<file path="src/rtl/uart_pkg.sv">
// Shared UART definitions: receiver state encoding, frame width and the bit-period
// helper used by both the transmitter and the receiver so both ends agree on timing.
package uart_pkg;

  localparam int DATA_BITS = 8;

  typedef enum logic [2:0] {
    IDLE,
    START,
    DATA,
    STOP,
    BREAK
  } uart_rx_state_t;

  function automatic int baud_width(input int clock_speed, input int baud_rate);
    return clock_speed / baud_rate;
  endfunction

endpackage

</file>
<file path="src/rtl/uart_rx_if.sv">
// Receive-side pin and byte-output bundle; master is the receiver, slave is the
// byte consumer (which also owns the serial line in a loopback or bench setup).
interface uart_rx_if;
  import uart_pkg::*;

  logic                 rx;
  logic [DATA_BITS-1:0] data;
  logic                 rx_valid;
  logic                 frame_err;
  logic                 busy;

  modport master (
    input  rx,
    output data,
    output rx_valid,
    output frame_err,
    output busy
  );

  modport slave (
    output rx,
    input  data,
    input  rx_valid,
    input  frame_err,
    input  busy
  );

endinterface

</file>
<file path="src/rtl/sync_2ff.sv">
// Two-flop synchroniser for one asynchronous input; two cycles of latency, no
// backpressure. The reset value should match the input's idle level.
module sync_2ff #(
  parameter logic RESET_VAL = 1'b1
) (
  input  logic clk,
  input  logic rst,
  input  logic d,
  output logic q
);

  logic meta;

  always_ff @(posedge clk) begin
    if (rst) begin
      meta <= RESET_VAL;
      q    <= RESET_VAL;
    end else begin
      meta <= d;
      q    <= meta;
    end
  end

endmodule

</file>
<file path="src/rtl/uart_rx.sv">
// 8N1 receiver with mid-bit sampling; byte strobed 4126 cycles after the start edge
// at defaults. No backpressure: a missed rx_valid pulse loses the byte.
module uart_rx
  import uart_pkg::*;
#(
  parameter int BAUD_RATE   = 115_200,
  parameter int CLOCK_SPEED = 50_000_000
) (
  input  logic      clk,
  input  logic      rst,
  uart_rx_if.master bus
);

  localparam int BAUD_WIDTH = baud_width(CLOCK_SPEED, BAUD_RATE);
  localparam int HALF_WIDTH = BAUD_WIDTH / 2;
  localparam int CNT_W      = $clog2(BAUD_WIDTH);

  localparam logic [CNT_W-1:0] BAUD_LAST = CNT_W'(BAUD_WIDTH - 1);
  localparam logic [CNT_W-1:0] HALF_LAST = CNT_W'(HALF_WIDTH - 1);
  localparam logic [2:0]       LAST_BIT  = 3'(DATA_BITS - 1);

  logic rx_s;

  uart_rx_state_t       state_q, state_d;
  logic [CNT_W-1:0]     clk_counter_q, clk_counter_d;
  logic [2:0]           bit_index_q, bit_index_d;
  logic [DATA_BITS-1:0] shift_reg_q, shift_reg_d;
  logic [DATA_BITS-1:0] data_q, data_d;
  logic                 rx_valid_q, rx_valid_d;
  logic                 frame_err_q, frame_err_d;

  sync_2ff #(
    .RESET_VAL (1'b1)
  ) u_rx_sync (
    .clk (clk),
    .rst (rst),
    .d   (bus.rx),
    .q   (rx_s)
  );

  always_ff @(posedge clk) begin
    if (rst) begin
      state_q       <= IDLE;
      clk_counter_q <= '0;
      bit_index_q   <= '0;
      shift_reg_q   <= '0;
      data_q        <= '0;
      rx_valid_q    <= 1'b0;
      frame_err_q   <= 1'b0;
    end else begin
      state_q       <= state_d;
      clk_counter_q <= clk_counter_d;
      bit_index_q   <= bit_index_d;
      shift_reg_q   <= shift_reg_d;
      data_q        <= data_d;
      rx_valid_q    <= rx_valid_d;
      frame_err_q   <= frame_err_d;
    end
  end

  // The counter restarts from zero on every state change so each phase times from its own entry.
  always_comb begin
    state_d       = state_q;
    clk_counter_d = clk_counter_q + CNT_W'(1);
    bit_index_d   = bit_index_q;
    shift_reg_d   = shift_reg_q;
    data_d        = data_q;
    rx_valid_d    = 1'b0;
    frame_err_d   = 1'b0;

    case (state_q)
      IDLE: begin
        clk_counter_d = '0;
        if (!rx_s) begin
          state_d = START;
        end
      end

      START: begin
        if (clk_counter_q == HALF_LAST) begin
          clk_counter_d = '0;
          if (!rx_s) begin
            state_d     = DATA;
            bit_index_d = '0;
          end else begin
            state_d = IDLE;
          end
        end
      end

      DATA: begin
        if (clk_counter_q == BAUD_LAST) begin
          clk_counter_d = '0;
          shift_reg_d   = {rx_s, shift_reg_q[DATA_BITS-1:1]};
          if (bit_index_q == LAST_BIT) begin
            state_d = STOP;
          end else begin
            bit_index_d = bit_index_q + 3'd1;
          end
        end
      end

      STOP: begin
        if (clk_counter_q == BAUD_LAST) begin
          clk_counter_d = '0;
          if (rx_s) begin
            data_d     = shift_reg_q;
            rx_valid_d = 1'b1;
            state_d    = IDLE;
          end else begin
            frame_err_d = 1'b1;
            state_d     = BREAK;
          end
        end
      end

      BREAK: begin
        // A line stuck low must rise before another start bit can be recognised.
        clk_counter_d = '0;
        if (rx_s) begin
          state_d = IDLE;
        end
      end

      default: begin
        state_d       = IDLE;
        clk_counter_d = '0;
      end
    endcase
  end

  assign bus.data      = data_q;
  assign bus.rx_valid  = rx_valid_q;
  assign bus.frame_err = frame_err_q;
  assign bus.busy      = (state_q != IDLE);

endmodule
</file>
<file path="src/flat_wrapper.sv">
// flat-port wrapper written by rule: the top's interface ports become plain ports
module uart_rx_flat import uart_pkg::*;
#(
  parameter int BAUD_RATE   = 115_200,
  parameter int CLOCK_SPEED = 50_000_000
)
  (clk, rst, bus_rx, bus_data, bus_rx_valid, bus_frame_err, bus_busy);
  uart_rx_if bus_i ();
  input  logic clk;
  input  logic rst;
  input wire logic [$bits(bus_i.rx)-1:0] bus_rx;
  output wire logic [$bits(bus_i.data)-1:0] bus_data;
  output wire logic [$bits(bus_i.rx_valid)-1:0] bus_rx_valid;
  output wire logic [$bits(bus_i.frame_err)-1:0] bus_frame_err;
  output wire logic [$bits(bus_i.busy)-1:0] bus_busy;
  assign bus_i.rx = bus_rx;
  assign bus_data = bus_i.data;
  assign bus_rx_valid = bus_i.rx_valid;
  assign bus_frame_err = bus_i.frame_err;
  assign bus_busy = bus_i.busy;
  uart_rx #(.BAUD_RATE(BAUD_RATE), .CLOCK_SPEED(CLOCK_SPEED)) u_core (.clk(clk), .rst(rst), .bus(bus_i));
endmodule
</file>
<file path="config.mk">
export PLATFORM = sky130hd
export DESIGN_NAME = uart_rx_flat
export DESIGN_NICKNAME = d
export VERILOG_FILES = /design/src/rtl/uart_pkg.sv /design/src/rtl/uart_rx_if.sv /design/src/rtl/sync_2ff.sv /design/src/rtl/uart_rx.sv /design/src/flat_wrapper.sv
export SDC_FILE = /design/constraint.sdc
export NUM_CORES = 1
export LEC_CHECK = 0
export CELL_PAD_IN_SITES_DETAIL_PLACEMENT = 0
export CELL_PAD_IN_SITES_GLOBAL_PLACEMENT = 1
export CORE_ASPECT_RATIO = 2
export CORE_UTILIZATION = 47
export CTS_CLUSTER_DIAMETER = 200
export DETAILED_ROUTE_END_ITERATION = 8
export PLACE_DENSITY_LB_ADDON = 0.1
export SLEW_MARGIN = 20
export SYNTH_ARGS = -nofsm -noshare
export SYNTH_HDL_FRONTEND = slang
export SYNTH_SLANG_ARGS = --single-unit
</file>
<file path="constraint.sdc">
create_clock -name clk -period 3.65 [get_ports clk]
set_input_delay 0.73 -clock clk [delete_from_list [all_inputs] [get_ports clk]]
set_output_delay 0.73 -clock clk [all_outputs]
set_load 0.05 [all_outputs]
</file>
# Yosys cells after proc, flatten, opt, wreduce, memory -nomap -nowiden
# Index checks and enable logic that the tools add are counted.
[totals] reg_bits=35 inputBits=3 output_inout_bits=11 wordCells=56
[op_classes] add_sub_neg=2 n_eq_ne=15 mux=19 n_bitwise=2 n_reduce_logical=9
[ops] cell="$mux 3" count=11
[ops] cell="$mux 9" count=2
[ops] cell="$pmux 9 s2" count=1
[ops] cell="$pmux 3 s5" count=1
[ops] cell="$add 9x1->9 const B" count=1
[ops] cell="$eq 9x8->1 const B" count=1
[ops] cell="$eq 9x9->1 const B" count=1
[ops] cell="$ne 2x1->1 const B" count=4
[ops] cell="$ne 2x2->1 const B" count=4
[ops] cell="$eq 3x2->1 const B" count=2
[ops] cell="$eq 3x3->1 const B" count=2
[ops] cell="$pmux 3 s2" count=1
[ops] cell="$reduce_and 6->1" count=1
[ops] cell="$reduce_and 5->1" count=1
[ops] cell="$add 3x1->3 const B" count=1
[ops] cell="$eq 3x1->1 const B" count=1
[ops] cell="$logic_not 3->1" count=1
[ops] cell="$reduce_and 3->1" count=1
[ops] cell="$reduce_bool 3->1" count=1
[ops] cell="$reduce_or 3->1" count=1
[ops] cell="$mux 1" count=2
[ops] cell="$mux 2" count=1
[ops] cell="$not 1->1" count=2
[ops] cell="$reduce_and 2->1" count=1
[ops] cell="2 further kinds" count=2

# Logic depth before layout (Yosys ltp)
[depth] ltp_word=4 mapped_depth=7 mapped_depth_nobuf=6

# Modules after synthesis
# Synthesis repeated with hierarchy kept, for this count alone.
[unflattened] cells_unflattened=157 hier_area_um2=1532.7
[modules_own_cells] module="uart_rx" n_inst=1 cells_each=153 area_each_um2=1480.2 seq_area_each_um2=660.6
[modules_own_cells] module="sync_2ff" n_inst=1 cells_each=4 area_each_um2=52.6 seq_area_each_um2=40.0

# Worst setup path before layout
# Ideal clock, no wire load.
[synth_path] path_type="register to register" start="register u_core.clk_counter_q[0]" end="register u_core.bit_index_q[0]" setup_ns=0.121 arrival_ns=1.723 required_time_ns=3.529 slack_ns=1.807 stages_incl_launch_ff=6 path_buffers=0 period_less_slack_ns=1.843 cell_sequence="dfxtp_1 ha_1 nand4bb_1 o21ai_0 o211a_1 mux2_2"
[synth_between] elab_chain_cells=3 elab_cells_between_ends=5 cone_classes="4 x eq/ne; 1 x reduce/logical"
[synth_rtl] item="start: declaration" line_no="uart_rx.sv:25" rtl="logic [CNT_W-1:0] clk_counter_q, clk_counter_d;"
[synth_rtl] item="start signal: assignment" line_no="uart_rx.sv:52" rtl="clk_counter_q <= clk_counter_d;"
[synth_rtl] item="$eq 9x9->1 or $eq 9x8->1 (tied branches)" line_no="uart_rx.sv:92, uart_rx.sv:80"
[synth_rtl] item="$ne 2x1->1 (no source line)"
[synth_rtl] item="$reduce_and 5->1 (no source line) (*)"
[synth_rtl] item="end signal: assignment" line_no="uart_rx.sv:53" rtl="bit_index_q <= bit_index_d;"
[synth_rtl] item="end: declaration" line_no="uart_rx.sv:26" rtl="logic [2:0] bit_index_q, bit_index_d;"
# Mark *: on every way between the ends. The rest lies on a longest branch, timed or not.
# A chain may end at the register's enable or synchronous reset.

# Worst setup path in the final report
[layout_path] start="register u_core.state_q[0]" end="output bus_busy"
[layout_between] elab_chain_cells=1
[layout_rtl] item="start: declaration" line_no="uart_rx.sv:24" rtl="uart_rx_state_t state_q, state_d;"
[layout_rtl] item="start signal: assignment" line_no="uart_rx.sv:51" rtl="state_q <= state_d;"
[layout_rtl] item="$reduce_bool 3->1" line_no="uart_rx.sv:135" rtl="assign bus.busy = (state_q != IDLE);"
[layout_rtl] item="end: declaration" line_no="flat_wrapper.sv:15" rtl="output wire logic [$bits(bus_i.busy)-1:0] bus_busy;"
# Every way passes these cells.

==> impl_results.md <==
- Clock-pin slew on the worst setup and hold paths: 0.06 ns
- Library cells used by synthesis: 39
- Placer Congestion: approximately 0.76
- WL/cell: 14.2 um
- Worst Tran Pin Value: 0.989 ns
- Cts repair resizes: 0
- Die area: 0.00354 mm2
- RSZ-0062 raised after global routing: false
- Share of cells above drive strength 1: 11.4%
- DP Wirelength: between 2000 and 2500 um
- Lkg Pwr: 0.705 nW
- Filler instances: 285
- Comb pwr share: 14.3%
- Ant diodes: 0
- Initial Util: 49.0%
- P_sw: 207 uW
- Row cnt: 29
- Port Buffers: 13
- Status: complete, no violations
- DRT iter0 DRCs: 23
- Core Footprint: 0.00316 mm2
- Multi-input logic area: 781 um2
- Clock share of power: 34.7%
- CTS root buf: clkbuf_8
- Crit-path max FO: 8
- Min Tclk post-route: around 2.6 ns
- Global Route Usage Sum: 18.4%
- Worst Hold Class: reg -> reg
- Power Density: 450 mW/mm2
- Setup Skew: 0.00347 ns
- Setup CP Type: reg -> out
- Critical Path Source Type: flop
- Total grt overflow: 0
- Initial antenna violation count: 0
- Storage element area: 701 um2
- DRC viols: 0
- Pins Over Slew Limit: 0
- Setup TNS: 0 ns
- Worst r2r src: u_core.clk_counter_q[0]
- TritonCTS buffer count: 5
- CP Data Required Time: 2.92 ns
- CTS H-tree depth: 2
- Syn_area_per_cell: 10.1 um2
- Worst r2r dst: u_core.bit_index_q[0]
- Via count: 1,082
- Syn Inst Count: 154
- CP endpoint kind: primary output
- Most common cell after layout, fill and taps aside: dfxtp_1
- Via density: 5.46
- Final antenna-violating net count: 0
- DRT Wirelength: 2820 um
- Max Freq: 0.385 GHz
- Pre-antenna DRT Iters: 4
- Area Growth Syn to Fin: 13.7%
- Seq/Total Area, Yosys: 45.3%
- Final critical-path share of the clock period: between 70 and 80%
- Hold path startpoint: u_core.u_rx_sync.meta
- Synth Warn #: 0
- First-pass GRT wire length: 4970 um
- Die Span X: ~43 um
- Hold path depth: 1
- Slew Limit Headroom: between 30% and 40%
- FF+latch count, synth: 35
- Largest net degree at the start of global routing: 32
- EDFF count, synth: 0
- # nets final: 175
- Clock Latency Late Sink: ~0.28 ns
- Syn_nets: 162
- Syn Std Cell Area: 0.00155 mm2
- Finish-stage setup viols: 0
- Hold Buf Count CTS: 0
- Hold Path Sink: u_core.u_rx_sync.q
- Commonest cells after routing, fill and taps aside: dfxtp_1 (35), nor2_1 (30), mux2i_1 (19), clkdlybuf4s50_1 (13)
- Vias in the first global route: around 1.1k
- I/O Pins: 14
- Max Root-Sink Buffers: 2
- Worst reg-to-reg path cell count: 5
- FF-to-FF setup slack: 1.55 ns
- Critical Path AT: 1.87 ns
- PnR Total Power: roughly 790 uW
- Sw Ratio: a little over a quarter
- Max-cap violations: 0
- Height of the die: 83.2 um
- Cell Int Power: between 500 and 600 uW
- Ys async rst share: 0%
- Hold Vio Cnt, Final: 0
- Post-CTS Setup Inserts: 0
- Max VDD drop: ~0.00035 V
- Seq pwr share: 51.0%
- Most common flop cell mapped by yosys: dfxtp_1
- CTS tree: yes
- Clock sink count: 35
## through the flow
step                      util (%)  hold slack, ns  worst slack [ns]  instance area (um2)  instances
after floorplan                  -           0.389              1.81                 1550        154
after global placement        53.0           0.395              1.09                 1670        191
after detailed placement      53.0           0.396              1.03                 1670        191
after CTS                     55.8           0.412              1.04                 1760        198
after global routing          55.8           0.436             0.998                 1760        198
final                         55.8           0.407              1.05                 1760        198
## layer usage
layer / GRT usage [%] / vias to the layer above / share of wire [%]
met4: 7.67 / 0 / 1.8
li1: - / 548 / -
met5: 0 / - / 0
met2: 35.1 / 18 / 60
met1: 18.0 / 511 / 36
met3: 3.91 / 5 / 2.0
## flip-flops by register name (all words and copies together) (netlist names)
signal / count
u_core.u_rx_sync.meta: 1
u_core.u_rx_sync.q: 1
u_core.shift_reg_q: 8
u_core.bus.rx_valid: 1
u_core.bus.data: 8
u_core.clk_counter_q: 9
u_core.state_q: 3
u_core.bit_index_q: 3
u_core.bus.frame_err: 1
## cell type report
class	count	share of cell area, %
clock buffers	6	4.69
clock inverters	1	0.284
inverters	6	1.28
multi-input cells	106	44.3
flip-flops and latches	35	39.8
well taps	31	2.20
repair buffers	13	7.39
## cell families (layout without fill, tap and decap cells)
| kind of cell | Yosys count | in the layout | synth area share [%] |
|---|---|---|---|
| flip-flops | 35 | 35 | 45.3 |
| multiplexers | 20 | 20 | 13.0 |
| AND/OR/NAND/NOR | 64 | 64 | 24.0 |
| XOR/XNOR | 8 | 8 | 4.53 |
| buffers and inverters | 13 | 26 | 4.28 |
| adder cells (fa/ha/maj) | 5 | 5 | 4.04 |
| AO/OA/AOI/OAI | 9 | 9 | 4.85 |
## Yosys cell counts (3+ instances only)
cell	instances	area share, %
clkbuf_1	3	0.73
dfxtp_1	35	45
ha_1	5	4.0
inv_1	6	1.5
mux2i_1	19	12
nand2_1	4	0.97
nand3_1	4	1.3
nor2_1	30	7.3
nor3_1	3	0.97
xnor2_1	6	3.4
## critical path, cell delays in order (launching register included)
cell and delay, ns:
dfxtp_1 0.37, or3_2 0.50, clkdlybuf4s50_1 0.72
## worst max path at each step
stage	from	to	slack [ns]	cells past startpoint
2_1_floorplan	u_core.clk_counter_q[0]	u_core.bit_index_q[0]	1.81	5
3_3_place_gp	rst	u_core.clk_counter_q[5]	1.09	3
3_5_place_dp	rst	u_core.clk_counter_q[0]	1.03	3
4_1_cts	u_core.state_q[0]	bus_busy	1.04	2
5_1_grt	u_core.state_q[0]	bus_busy	1.0	2
6_report	u_core.state_q[0]	bus_busy	1.05	2
## power by group through the flow
stage	registers [mW]	logic, mW	clock network [mW]
floorplan	0.408	0.0897	0
global placement	0.413	0.111	0
detailed placement	0.413	0.113	0
CTS	0.405	0.115	0.286
global route	0.406	0.124	0.307
finish	0.404	0.113	0.275
Power figures use the tool's default switching activity.
